[config.mk]
export PLATFORM = sky130hd
export DESIGN_NAME = mem_arbiter
export DESIGN_NICKNAME = d
export VERILOG_FILES = /design/src/rtl/mem_arbiter.sv
export SDC_FILE = /design/constraint.sdc
export NUM_CORES = 1
export LEC_CHECK = 0
export ABC_AREA = 1
export BUFFER_PORTS_ARGS = -buffer_cell sky130_fd_sc_hd__buf_2
export CAP_MARGIN = 20
export CORE_MARGIN = 4
export CORE_UTILIZATION = 35
export CTS_BUF_LIST = sky130_fd_sc_hd__clkbuf_4 sky130_fd_sc_hd__clkbuf_8 sky130_fd_sc_hd__clkbuf_16
export DETAILED_ROUTE_END_ITERATION = 10
export GPL_TIMING_DRIVEN = 0
export SYNTH_ARGS = -nofsm -noshare
export SYNTH_HDL_FRONTEND = slang
export SYNTH_SLANG_ARGS = --single-unit
[constraint.sdc]
create_clock -name clk -period 1.8 [get_ports clk]
set_clock_uncertainty 0.05 [all_clocks]
set_input_delay 0.36 -clock clk [delete_from_list [all_inputs] [get_ports clk]]
set_output_delay 0.36 -clock clk [all_outputs]
set_load 0.02 [all_outputs]
[src/rtl/mem_arbiter.sv]
// Two-master to one-slave memory arbiter: load/store port (m1) normally wins,
// instruction fetch (m0) is promoted after STARVE_MAX consecutive m1 grants.
module mem_arbiter #(
    parameter int TIMEOUT    = 15,
    parameter int STARVE_MAX = 4
) (
    input  logic        clk,
    input  logic        rst,
    // master 0: instruction fetch
    input  logic        m0_req_i,
    input  logic [31:0] m0_addr_i,
    output logic [31:0] m0_rdata_o,
    output logic        m0_ack_o,
    // master 1: load/store
    input  logic        m1_req_i,
    input  logic        m1_we_i,
    input  logic [31:0] m1_addr_i,
    input  logic [31:0] m1_wdata_i,
    input  logic [3:0]  m1_wstrb_i,
    output logic [31:0] m1_rdata_o,
    output logic        m1_ack_o,
    // slave
    output logic        s_req_o,
    output logic        s_we_o,
    output logic [31:0] s_addr_o,
    output logic [31:0] s_wdata_o,
    output logic [3:0]  s_wstrb_o,
    input  logic [31:0] s_rdata_i,
    input  logic        s_ack_i,
    // status
    output logic        hold_flag_o,
    output logic        err_o
);

    localparam int TW = $clog2(TIMEOUT + 1);
    localparam int SW = $clog2(STARVE_MAX + 1);
    localparam logic [TW-1:0] TMO_LAST   = TW'(TIMEOUT - 1);
    localparam logic [SW-1:0] STARVE_TOP = SW'(STARVE_MAX);

    typedef enum logic [1:0] {IDLE, BUSY, RESP} state_t;

    state_t        state;
    logic          owner;
    logic [SW-1:0] starve_cnt;
    logic [TW-1:0] tmo_cnt;
    logic          grant_m0;

    assign grant_m0    = m0_req_i && (!m1_req_i || starve_cnt == STARVE_TOP);
    assign hold_flag_o = m0_req_i && !m0_ack_o;

    always_ff @(posedge clk or negedge rst) begin
        if (!rst) begin
            state      <= IDLE;
            owner      <= 1'b0;
            starve_cnt <= '0;
            tmo_cnt    <= '0;
            s_req_o    <= 1'b0;
            s_we_o     <= 1'b0;
            s_addr_o   <= '0;
            s_wdata_o  <= '0;
            s_wstrb_o  <= '0;
            m0_ack_o   <= 1'b0;
            m1_ack_o   <= 1'b0;
            m0_rdata_o <= '0;
            m1_rdata_o <= '0;
            err_o      <= 1'b0;
        end else begin
            // acks and err are single-cycle pulses that only live in RESP
            m0_ack_o <= 1'b0;
            m1_ack_o <= 1'b0;
            err_o    <= 1'b0;
            case (state)
                IDLE: begin
                    if (m0_req_i || m1_req_i) begin
                        state   <= BUSY;
                        s_req_o <= 1'b1;
                        tmo_cnt <= '0;
                        if (grant_m0) begin
                            owner      <= 1'b0;
                            s_we_o     <= 1'b0;
                            s_addr_o   <= m0_addr_i;
                            s_wdata_o  <= '0;
                            s_wstrb_o  <= 4'h0;
                            starve_cnt <= '0;
                        end else begin
                            owner     <= 1'b1;
                            s_we_o    <= m1_we_i;
                            s_addr_o  <= m1_addr_i;
                            s_wdata_o <= m1_wdata_i;
                            s_wstrb_o <= m1_wstrb_i;
                            if (!m0_req_i)
                                starve_cnt <= '0;
                            else if (starve_cnt != STARVE_TOP)
                                starve_cnt <= starve_cnt + SW'(1);
                        end
                    end
                end
                BUSY: begin
                    // ack is checked first so it wins over a coincident timeout
                    if (s_ack_i) begin
                        state   <= RESP;
                        s_req_o <= 1'b0;
                        if (owner) begin
                            m1_ack_o   <= 1'b1;
                            m1_rdata_o <= s_rdata_i;
                        end else begin
                            m0_ack_o   <= 1'b1;
                            m0_rdata_o <= s_rdata_i;
                        end
                    end else if (tmo_cnt == TMO_LAST) begin
                        state   <= RESP;
                        s_req_o <= 1'b0;
                        err_o   <= 1'b1;
                        if (owner) begin
                            m1_ack_o   <= 1'b1;
                            m1_rdata_o <= '0;
                        end else begin
                            m0_ack_o   <= 1'b1;
                            m0_rdata_o <= '0;
                        end
                    end else begin
                        tmo_cnt <= tmo_cnt + TW'(1);
                    end
                end
                RESP:    state <= IDLE;
                default: state <= IDLE;
            endcase
        end
    end

endmodule

* Word level (Yosys, flattened, before mapping)
Index checks and enable logic that the tools add are counted.
Word-level totals: bits in registers 147, logic and storage cells 81, bits of input ports 138
Operators by class: $add $sub $neg 2, eq/ne operators 9, reductions and logical operators 16, bitwise operators 1, multiplexer cells 39
Operators with widths (number):
- 32-bit 2-to-1 mux | 10
- 1-bit 2-to-1 mux | 16
- 4-bit 2-to-1 mux | 4
- 3-bit AND reduction | 4
- 3-bit 2-to-1 mux | 3
- 4-bit case mux with 2 select lines | 1
- 2-bit 2-to-1 mux | 3
- 2-bit inequality test, second input constant | 3
- 3-bit inequality test, second input constant | 2
- 4-bit by 1-bit adder with 4-bit output, second input constant | 1
- 4-bit equality test, second input constant | 1
- 2-bit case mux with 2 select lines | 1
- 2-bit AND reduction | 2
- 4-bit AND reduction | 1
- 2-bit nonzero test | 2
- 3-bit by 1-bit adder with 3-bit output, second input constant | 1
- 3-bit equality test, second input constant | 1
- 3-bit by 1-bit inequality test with 1-bit output, second input constant | 1
- 2-bit by 1-bit equality test with 1-bit output, second input constant | 1
- 1-bit logical AND | 2
- 1-bit zero test | 2
- 2-bit zero test | 1
- 1-bit logical OR | 2
- 1-bit case mux with 2 select lines | 1
- 1-bit inverter | 1

* Longest topological paths before layout
Gate-level depths: netlist (run 1).
depth after elaboration 5, depth in mapped cells 10

* Worst setup path after synthesis (run 1)
No wires, ideal clock.
path kind input to output, start point in m0_req_i, end point out hold_flag_o, stages 4, setup slack 279 ps, arrival 1111 ps, path through buf_4 > clkbuf_1 > inv_1 > nor2_1
On the way: word-level cells in the longest chain between the ends 1
RTL lines:
- start: declaration | line 10 | input logic m0_req_i,
- 1-bit logical AND | line 49 | assign hold_flag_o = m0_req_i && !m0_ack_o;
- end: declaration | line 31 | output logic hold_flag_o,
Every way passes these cells.

* Final worst setup path (run 1)
Same ends and word-level chain as after synthesis.

==> out/metrics.yaml, run 1 <==
nFillCells: 1782
root_buffer: "clkbuf_16"
antenna_found_initial: 1
setup.worst_path.end_class: "primary output"
start_util_pct: 35.68
coreArea_um2: 17960
synth_area_per_cell_um2: 8.864
synth_fp_nets: 865
max_freq_mhz: 609.4
die_area_um2: 20540
fin_tns_setup_ns: 0
vias: 5777
clockBufferDepth: 2
drc: 0
synth_area_um2: 6409
die_w_um: 143.3
yosysMostFrequentCell: "nand2_1"
cts_setup_buffers: 0
synth-seq-area-share_pct: 57.40
period_needed_ns: 1.641
synth-seq-cells: 147
required_ns: 1.39
yosysWarningCount: 0
synthArstFlopShare_pct: 100.0
period_share_pct: 91.17
hold_path.class: "input port to flop"
diodes: 0
critical_path_class: "input port to primary output"
drtIter0Drc: 237
hold_ws_ns: 0.1243
first_global_vias: 5775
min_path_cells: 3
synth_area_leaders: "dfrtp_1 (57%), nand2_1 (21%), o21ai_2 (6.3%)"
pin_count: 276
final_nets: 1160
clkSinkCount: 147
routedWlPerCell_um: 15.45
seqCellArea_um2: 3679
p_per_area_nw_per_um2: 1765
worst_pin_slew_ns: 0.5649
cts_max_level: 4
yosysTopAreaCell: "dfrtp_1"
place.port_buffers: 274
gp_congestion: 0.8594
yosys-top-cells-count: "nand2_1 (351), dfrtp_1 (147), nand3_1 (75)"
clock_latency_ns: 0.40
synth_top_area_share_pct: 57.40
cp.arrival_ns: 1.23
synth_cell_types: 23
setup_viol: 0
multi_input_area_um2: 2376
maxSlewViolCount: 0
r2r_cells: 10
grt_max_degree: 90
rsz0062_at_grt: "no"
grt_pass1_wl_mm: 30.28
worstPathMaxFanout: 10
ant_nets: 0
synth_cells: 723
finalHoldViolCount: 0
grt_overflow_total: 0
vdd_ir_drop_max_v: 0.001098
num_rows: 49
drv_cap: 0
viasPerCell: 4.589
drive_gt1_share_pct: 39.42
clk_pin_slew_ns: 0.06
drtPass1Iterations: 4
p_leak_nw: 4.968
drt-total-wl_mm: 19.46
total_power_mw: 15.33
area_growth_pct: 35.57
cts_tree: "done"
start_kind: "input port"
synth_edf_count: 0
slew_headroom_pct: 62.34
track_usage_pct: 18.82
ys.flop_type: "dfrtp_1"
die_h_um: 143.3
dp_hpwl_mm: 14.64
cts_made_buffers: 17
status: "finished clean"
-- critical path: stages --
cell	delay [ns]
buf_2	0.09
buf_4	0.18
clkbuf_2	0.28
inv_1	0.07
nor2_1	0.09
buf_2	0.17
-- cell type report --
cell class	instances	share of cell area, %
Multi-Input combinational cell	515	27.35
Tap cell	229	3.298
Clock inverter	9	0.9361
Inverter	13	0.5616
Sequential cell	147	42.34
Buffer	48	3.687
Clock buffer	22	5.544
Timing Repair Buffer	276	16.29
-- path summary, 6_finish.rpt --
path	startpoint	to	slack, ns
min	m1_wdata_i[10]	s_wdata_o[10]	0.12
min reg2reg	s_req_o	s_req_o	0.42
max reg2reg	starve_cnt[0]	s_addr_o[22]	0.18
max	m0_req_i	hold_flag_o	0.16
min in group asynchronous	rst	m1_rdata_o[28]	0.43
max in group asynchronous	rst	tmo_cnt[1]	0.40
-- cell usage in the layout, fill, tap and decap left out, drive strengths merged --
| cell type | instances |
|---|---|
| inv | 13 |
| nor2 | 8 |
| dlygate4sd3 | 1 |
| bufinv | 1 |
| dfrtp | 147 |
| buf | 310 |
| clkbuf | 35 |
| ha | 4 |
| nand3b | 1 |
| o22ai | 2 |
| clkinvlp | 3 |
| nand3 | 78 |
| clkinv | 5 |
| nand2 | 353 |
| nor4 | 1 |
| o21ai | 67 |
| xor2 | 1 |
-- cell families after synthesis --
kind of cell | Yosys count | synth area share, %
buffers and inverters | 61 | 5.642
adders and majority gates | 4 | 0.7810
DFF | 147 | 57.40
AOI/OAI and AO/OA | 69 | 8.122
and+or+nand+nor | 441 | 27.92
xor gates and xnor gates | 1 | 0.1367
-- flip-flops by register name (all words and copies together) (netlist names) --
name and count:
s_req_o 1, s_we_o 1, state 2, m0_ack_o 1
tmo_cnt 4, s_wdata_o 32, m1_rdata_o 32, err_o 1
s_addr_o 32, m0_rdata_o 32, starve_cnt 3, owner 1
m1_ack_o 1, s_wstrb_o 4
-- routing by layer --
metal,vias up,GRT usage (%),share of wire (%)
met5,-,0,0.067
met4,2,4.311,1.2
met3,13,6.656,9.1
met2,225,30.93,47
met1,2645,24.09,43
li1,2892,-,-
-- repair_timing --
action	in CTS	in global routing
gates resized for setup	5	2
endpoints found under the setup margin	8	5
hold buffers	1	0
endpoints found under the hold margin	58	0
pin swaps	0	0
-- stage by stage --
stage | setup WS [ns] | instances | cell area [um2] | utilization, %
after floorplan | 0.2788 | 723 | 6409 | -
final | 0.1590 | 1259 | 8688 | 48.37
after CTS | 0.1067 | 1259 | 8681 | 48.32
after global placement | -1.928 | 1226 | 8066 | 44.90
after global routing | 0.03260 | 1259 | 8688 | 48.37
after detailed placement | -0.07331 | 1227 | 8100 | 45.09
-- report_power, final --
group          internal [mW]  leakage [nW]  total, mW  switching (mW)
clock network           2.03         0.275       3.35            1.33
registers               4.70          1.89       5.45           0.755
logic                   2.19          2.81       6.53            4.34
total                   8.92          4.97       15.3            6.42
Power figures use the tool's default switching activity.
==> inputs of run 2 (changes only) <==
Settings changed: CORE_ASPECT_RATIO set to 0.75, CTS_CLUSTER_SIZE set to 12, GPL_TIMING_DRIVEN 0 to 1.
==> out/metrics.yaml, run 2 (synthesis gave the netlist of run 1 again) <==
clockBufferDepth: 2  # unchanged
place.port_buffers: 275  # +0.36%
drive_gt1_share_pct: 38.04  # -1.4 points
status: "finished clean"
start_util_pct: 35.97  # +0.30 points
worst_pin_slew_ns: 0.4084  # -0.1565 ns
nFillCells: 1773  # -0.51%
min_path_cells: 3  # unchanged
maxSlewViolCount: 0  # unchanged
ff2ff_setup_slack_ns: 0.19  # about the same
max_freq_mhz: 621.5  # +2.0%
r2r-start: "starve_cnt[0]"
grt_overflow_total: 0  # unchanged
post_dp_cell_area_um2: 8014  # -1.1%
multi_input_area_um2: 2374  # -0.11%
layout_commonest_cell: "nand2_1"
gp_congestion: 0.7660  # -11%
cts_made_buffers: 17  # unchanged
hold_path.class: "input port to flop"
fin_tns_setup_ns: 0  # unchanged
antenna_found_initial: 2  # +1
utilization_pct: 48.69  # +0.32 points
dp.cells: 1209  # -1.5%
grt_pass1_wl_mm: 28.08  # -7.2%
preCtsSetupSlack_ns: 0.1857  # +0.2591 ns
pin_count: 276  # unchanged
clkSinkCount: 147  # unchanged
startpoint: "starve_cnt[0]"
first_global_vias: 5451  # -5.6%
r2r_cells: 9  # -1
num_rows: 42  # -14%
grt.busiest_layer: "met2"
drtPass1Iterations: 4  # unchanged
cts_max_level: 4  # unchanged
clock_latency_ns: 0.42  # +0.02 ns
setup.worst_path.end_class: "flop"
r2r-end: "s_addr_o[19]"
viasPerCell: 4.513  # -1.6%
drv_cap: 0  # unchanged
cp.arrival_ns: 1.92  # +0.69 ns
seqCellArea_um2: 3679  # unchanged
grt_max_degree: 64  # -29%
drc: 0  # unchanged
p_leak_nw: 4.925  # -0.86%
die_w_um: 164.3  # +15%
drtIter0Drc: 320  # +35%
cts_resized: 0  # -5
met1_usage_pct: 23.37  # -0.72 points
vias: 5605  # -3.0%
rsz0062_at_grt: "no"
cts_tree: "done"
hold_ws_ns: 0.1152  # -0.009090 ns
dp_hpwl_mm: 12.83  # -12%
stdcell_count: 1242  # -1.4%
setup_viol: 0  # unchanged
period_needed_ns: 1.609  # -0.03195 ns
vdd_ir_drop_max_v: 0.0008095  # -26%
root_buffer: "clkbuf_16"
clk_pin_slew_ns: 0.06  # about the same
worstPathMaxFanout: 32  # +22
hold_buffers: 1  # unchanged
die_h_um: 125.2  # -13%
grtUsageMet2_pct: 25.74  # -5.2 points
routedWlPerCell_um: 14.33  # -7.3%
finalHoldViolCount: 0  # unchanged
cts_setup_buffers: 0  # unchanged
hp-start: "m1_wdata_i[6]"
area_growth_pct: 35.34
required_ns: 2.11  # +0.72 ns
start_kind: "flop"
fin_area_um2: 8673  # -0.17%
track_usage_pct: 17.25  # -1.6 points
critical_path_class: "flop to flop"
total_power_mw: 15.65  # +2.1%
mostFrequentLayoutCells: "nand2_1 (351), buf_2 (274), dfrtp_1 (147)"
coreArea_um2: 17810  # -0.83%
final_nets: 1129  # -2.7%
drt-total-wl_mm: 17.79  # -8.5%
ant_nets: 0  # unchanged
p_per_area_nw_per_um2: 1805  # +2.2%
die_area_um2: 20560  # +0.11%
period_share_pct: 89.39  # -1.8 points
setup_slack_ns: 0.1909  # +0.03195 ns
cp-endpoint: "s_addr_o[19]"
slew_headroom_pct: 72.52  # +10 points
grt_util_met3_pct: 6.809  # +0.15 points
==> run 2: changes by cell type in the layout (fill, tap and decap cells not counted), moves of 2 or more <==
cell / change
clkbuf_8: -2
clkinv_4: +2
buf_6: -12
clkinvlp_4: -2
buf_2: -18
clkbuf_1: -6
buf_4: +5
clkbuf_2: -6
clkbuf_4: -3
buf_12: +8
bufinv_16: +4
==> run 2: report_power, final <==
| group | switching [mW] | internal (mW) |
|---|---|---|
| logic | 4.22 | 2.11 |
| clock network | 1.38 | 2.49 |
| registers | 0.756 | 4.70 |
| total | 6.35 | 9.30 |
==> run 2: worst min-delay path by stage <==
| stage | end |
|---|---|
| 6_report | s_wdata_o[6] |
| 5_1_grt | s_we_o |
| 4_1_cts | s_wdata_o[3] |
| 3_5_place_dp | m0_rdata_o[10] |
| 3_3_place_gp | m0_rdata_o[10] |
| 2_1_floorplan | err_o |
==> run 2: final cells by class <==
cell class              instances  share of cell area (%)
diodes                          1                 0.02885
clock inverters                13                   2.395
multi-input cells             515                   27.37
clock buffers                  18                   5.063
well taps                     242                   3.491
repair buffers                293                   18.68
flip-flops and latches        147                   42.41
inverters                      13                  0.5626
==> run 2: critical path: stages, from the launching register on <==
cell and delay (ns):
dfrtp_1 0.38, inv_1 0.10, ha_1 0.16, nand2_1 0.06
nand2_1 0.09, buf_4 0.33, nand3_1 0.17, nand2_1 0.10
nand2_1 0.05, nand2_1 0.06
==> run 2: layer usage <==
layer	vias up	routed length [um]
li1	2827	-
met1	2559	8019
met2	196	7828
met3	19	1711
met4	4	210
met5	-	23
==> inputs of run 3 (changes only) <==
Settings changed: CORE_ASPECT_RATIO 0.75 to 2.
==> out/metrics.yaml, run 3 (synthesis gave the netlist of run 1 again) <==
drive_gt1_share_pct: 38.22  # +0.19 points
critical_path_class: "flop to flop"
num_rows: 69  # +64%
seqCellArea_um2: 3679  # unchanged
path_cells: "inv_1, ha_1, nand3_2, nand2_2, nand3_2, buf_12, nand2_1, o21ai_2"
required_ns: 2.08  # -0.03 ns
setup_viol: 0  # unchanged
worstPathMaxFanout: 65  # +100%
max_freq_mhz: 631.3  # +1.6%
die_w_um: 103.7  # -37%
drtPass1Iterations: 5  # +1
p_per_area_nw_per_um2: 1780  # -1.4%
hold_ws_ns: 0.1138  # -0.001339 ns
worst_pin_slew_ns: 0.4246  # +0.01624 ns
area_growth_pct: 34.34
clk_pin_slew_ns: 0.07  # about the same
drv_cap: 0  # unchanged
dp_hpwl_mm: 13.57  # +5.7%
hold_path.class: "input port to flop"
critPathMaxStageDelay_ns: 0.39  # about the same
ff2ff_setup_slack_ns: 0.22  # +0.03 ns
gp_congestion: 0.8334  # +8.8%
crit_slowest_cell: "dfrtp_1"
grt_overflow_total: 0  # unchanged
routedWlPerCell_um: 15.34  # +7.1%
ant_nets: 0  # unchanged
grt_max_degree: 66  # +3.1%
track_usage_pct: 18.07  # +0.82 points
drt-total-wl_mm: 18.65  # +4.8%
start_kind: "flop"
period_needed_ns: 1.584  # -0.02514 ns
r2r_cells: 8  # -1
hold_end: "s_wstrb_o[2]"
finalHoldViolCount: 0  # unchanged
die_h_um: 199.4  # +59%
path_buf_inv: 2  # unchanged
root_buffer: "clkbuf_16"
cp.arrival_ns: 1.87  # -0.05 ns
pin_count: 276  # unchanged
rsz0062_at_grt: "no"
multi_input_area_um2: 2374  # unchanged
nFillCells: 1800  # +1.5%
clkSinkCount: 147  # unchanged
total_power_mw: 15.33  # -2.1%
fin_tns_setup_ns: 0  # unchanged
cts_made_buffers: 17  # unchanged
cts_max_level: 4  # unchanged
hp-start: "m1_wstrb_i[2]"
worst_path_dominant_cell_family: "flip-flops"
setup.worst_path.end_class: "flop"
cts_tree: "done"
slew_headroom_pct: 71.69  # -0.83 points
place.port_buffers: 275  # unchanged
final_nets: 1131  # +0.18%
vias: 5664  # +1.1%
r2r-start: "tmo_cnt[0]"
period_share_pct: 88.00  # -1.4 points
cts_setup_buffers: 0  # unchanged
r2r-end: "m1_rdata_o[31]"
start_util_pct: 35.86  # -0.11 points
p_leak_nw: 4.905  # -0.41%
first_global_vias: 5706  # +4.7%
drtIter0Drc: 194  # -39%
viasPerCell: 4.658  # +3.2%
clock_latency_ns: 0.41  # about the same
die_area_um2: 20670  # +0.53%
grt_pass1_wl_mm: 29.70  # +5.8%
antenna_found_initial: 1  # -1
maxSlewViolCount: 0  # unchanged
vdd_ir_drop_max_v: 0.0007435  # -8.2%
layout_commonest_cell: "nand2_1"
drc: 0  # unchanged
status: "finished clean"
min_path_cells: 3  # unchanged
path_common_cell: "nand3_2"
clockBufferDepth: 2  # unchanged
coreArea_um2: 17870  # +0.32%
cp_num_cells: 8  # -1
mostFrequentLayoutCells: "nand2_1 (351), buf_2 (274), dfrtp_1 (147)"
[run 3: changes by cell type in the layout (fill, tap and decap cells not counted), sizes merged]
cell / before / now
bufinv: 5 / 1
buf: 292 / 294
clkinv: 6 / 2
clkinvlp: 1 / 3
inv: 14 / 19
clkbuf: 18 / 20
[run 3: worst max path at each step]
stage          slack (ns)              to           from
6_report             0.22  m1_rdata_o[31]     tmo_cnt[0]
3_5_place_dp         0.22   m1_rdata_o[0]     tmo_cnt[0]
3_3_place_gp         0.25   m1_rdata_o[0]     tmo_cnt[0]
4_1_cts              0.20  m1_rdata_o[31]     tmo_cnt[0]
2_1_floorplan        0.28     hold_flag_o       m0_req_i
5_1_grt              0.07    s_addr_o[24]  starve_cnt[0]
[run 3: area by class of cell]
| cell class | instances | share of cell area [%] |
|---|---|---|
| Sequential cell | 147 | 42.73 |
| Antenna cell | 1 | 0.02907 |
| Tap cell | 213 | 3.095 |
| Multi-Input combinational cell | 515 | 27.57 |
| Inverter | 13 | 0.5668 |
| Clock buffer | 20 | 5.348 |
| Timing Repair Buffer | 295 | 19.28 |
| Clock inverter | 12 | 1.381 |
[run 3: power by group]
group	switching, mW	leakage (nW)	internal (mW)
sequential	0.782	1.89	4.70
combinational	4.23	2.74	2.15
clock	1.46	0.278	2.02
total	6.47	4.91	8.86
[run 3: timing repair]
action	CTS	global route
endpoints found under the setup margin	0	0
hold endpoints to repair	34	0
hold buffers	1	0
gates resized for setup	0	0
[run 3: through the flow]
stage	util [%]	area [um2]	setup WS, ns	std cells
global placement	44.86	8018	0.2480	1182
finish	48.18	8610	0.2160	1216
detailed placement	44.86	8018	0.2165	1182
floorplan	-	6409	0.2788	723
global route	48.18	8610	0.07484	1216
CTS	48.16	8607	0.1981	1215
[run 3: worst register-to-register path: stages, from the launching register on]
cell and delay [ns]:
dfrtp_1 0.39, inv_1 0.09, ha_1 0.21, nand3_2 0.09
nand2_2 0.08, nand3_2 0.09, buf_12 0.30, nand2_1 0.14
o21ai_2 0.07
[run 3: metal layers]
metal	up-vias	track usage [%]	wire length [um]
li1	2822	-	-
met1	2639	19.64	7008
met2	185	34.09	10230
met3	18	4.462	1052
met4	0	6.361	367
met5	-	0	0
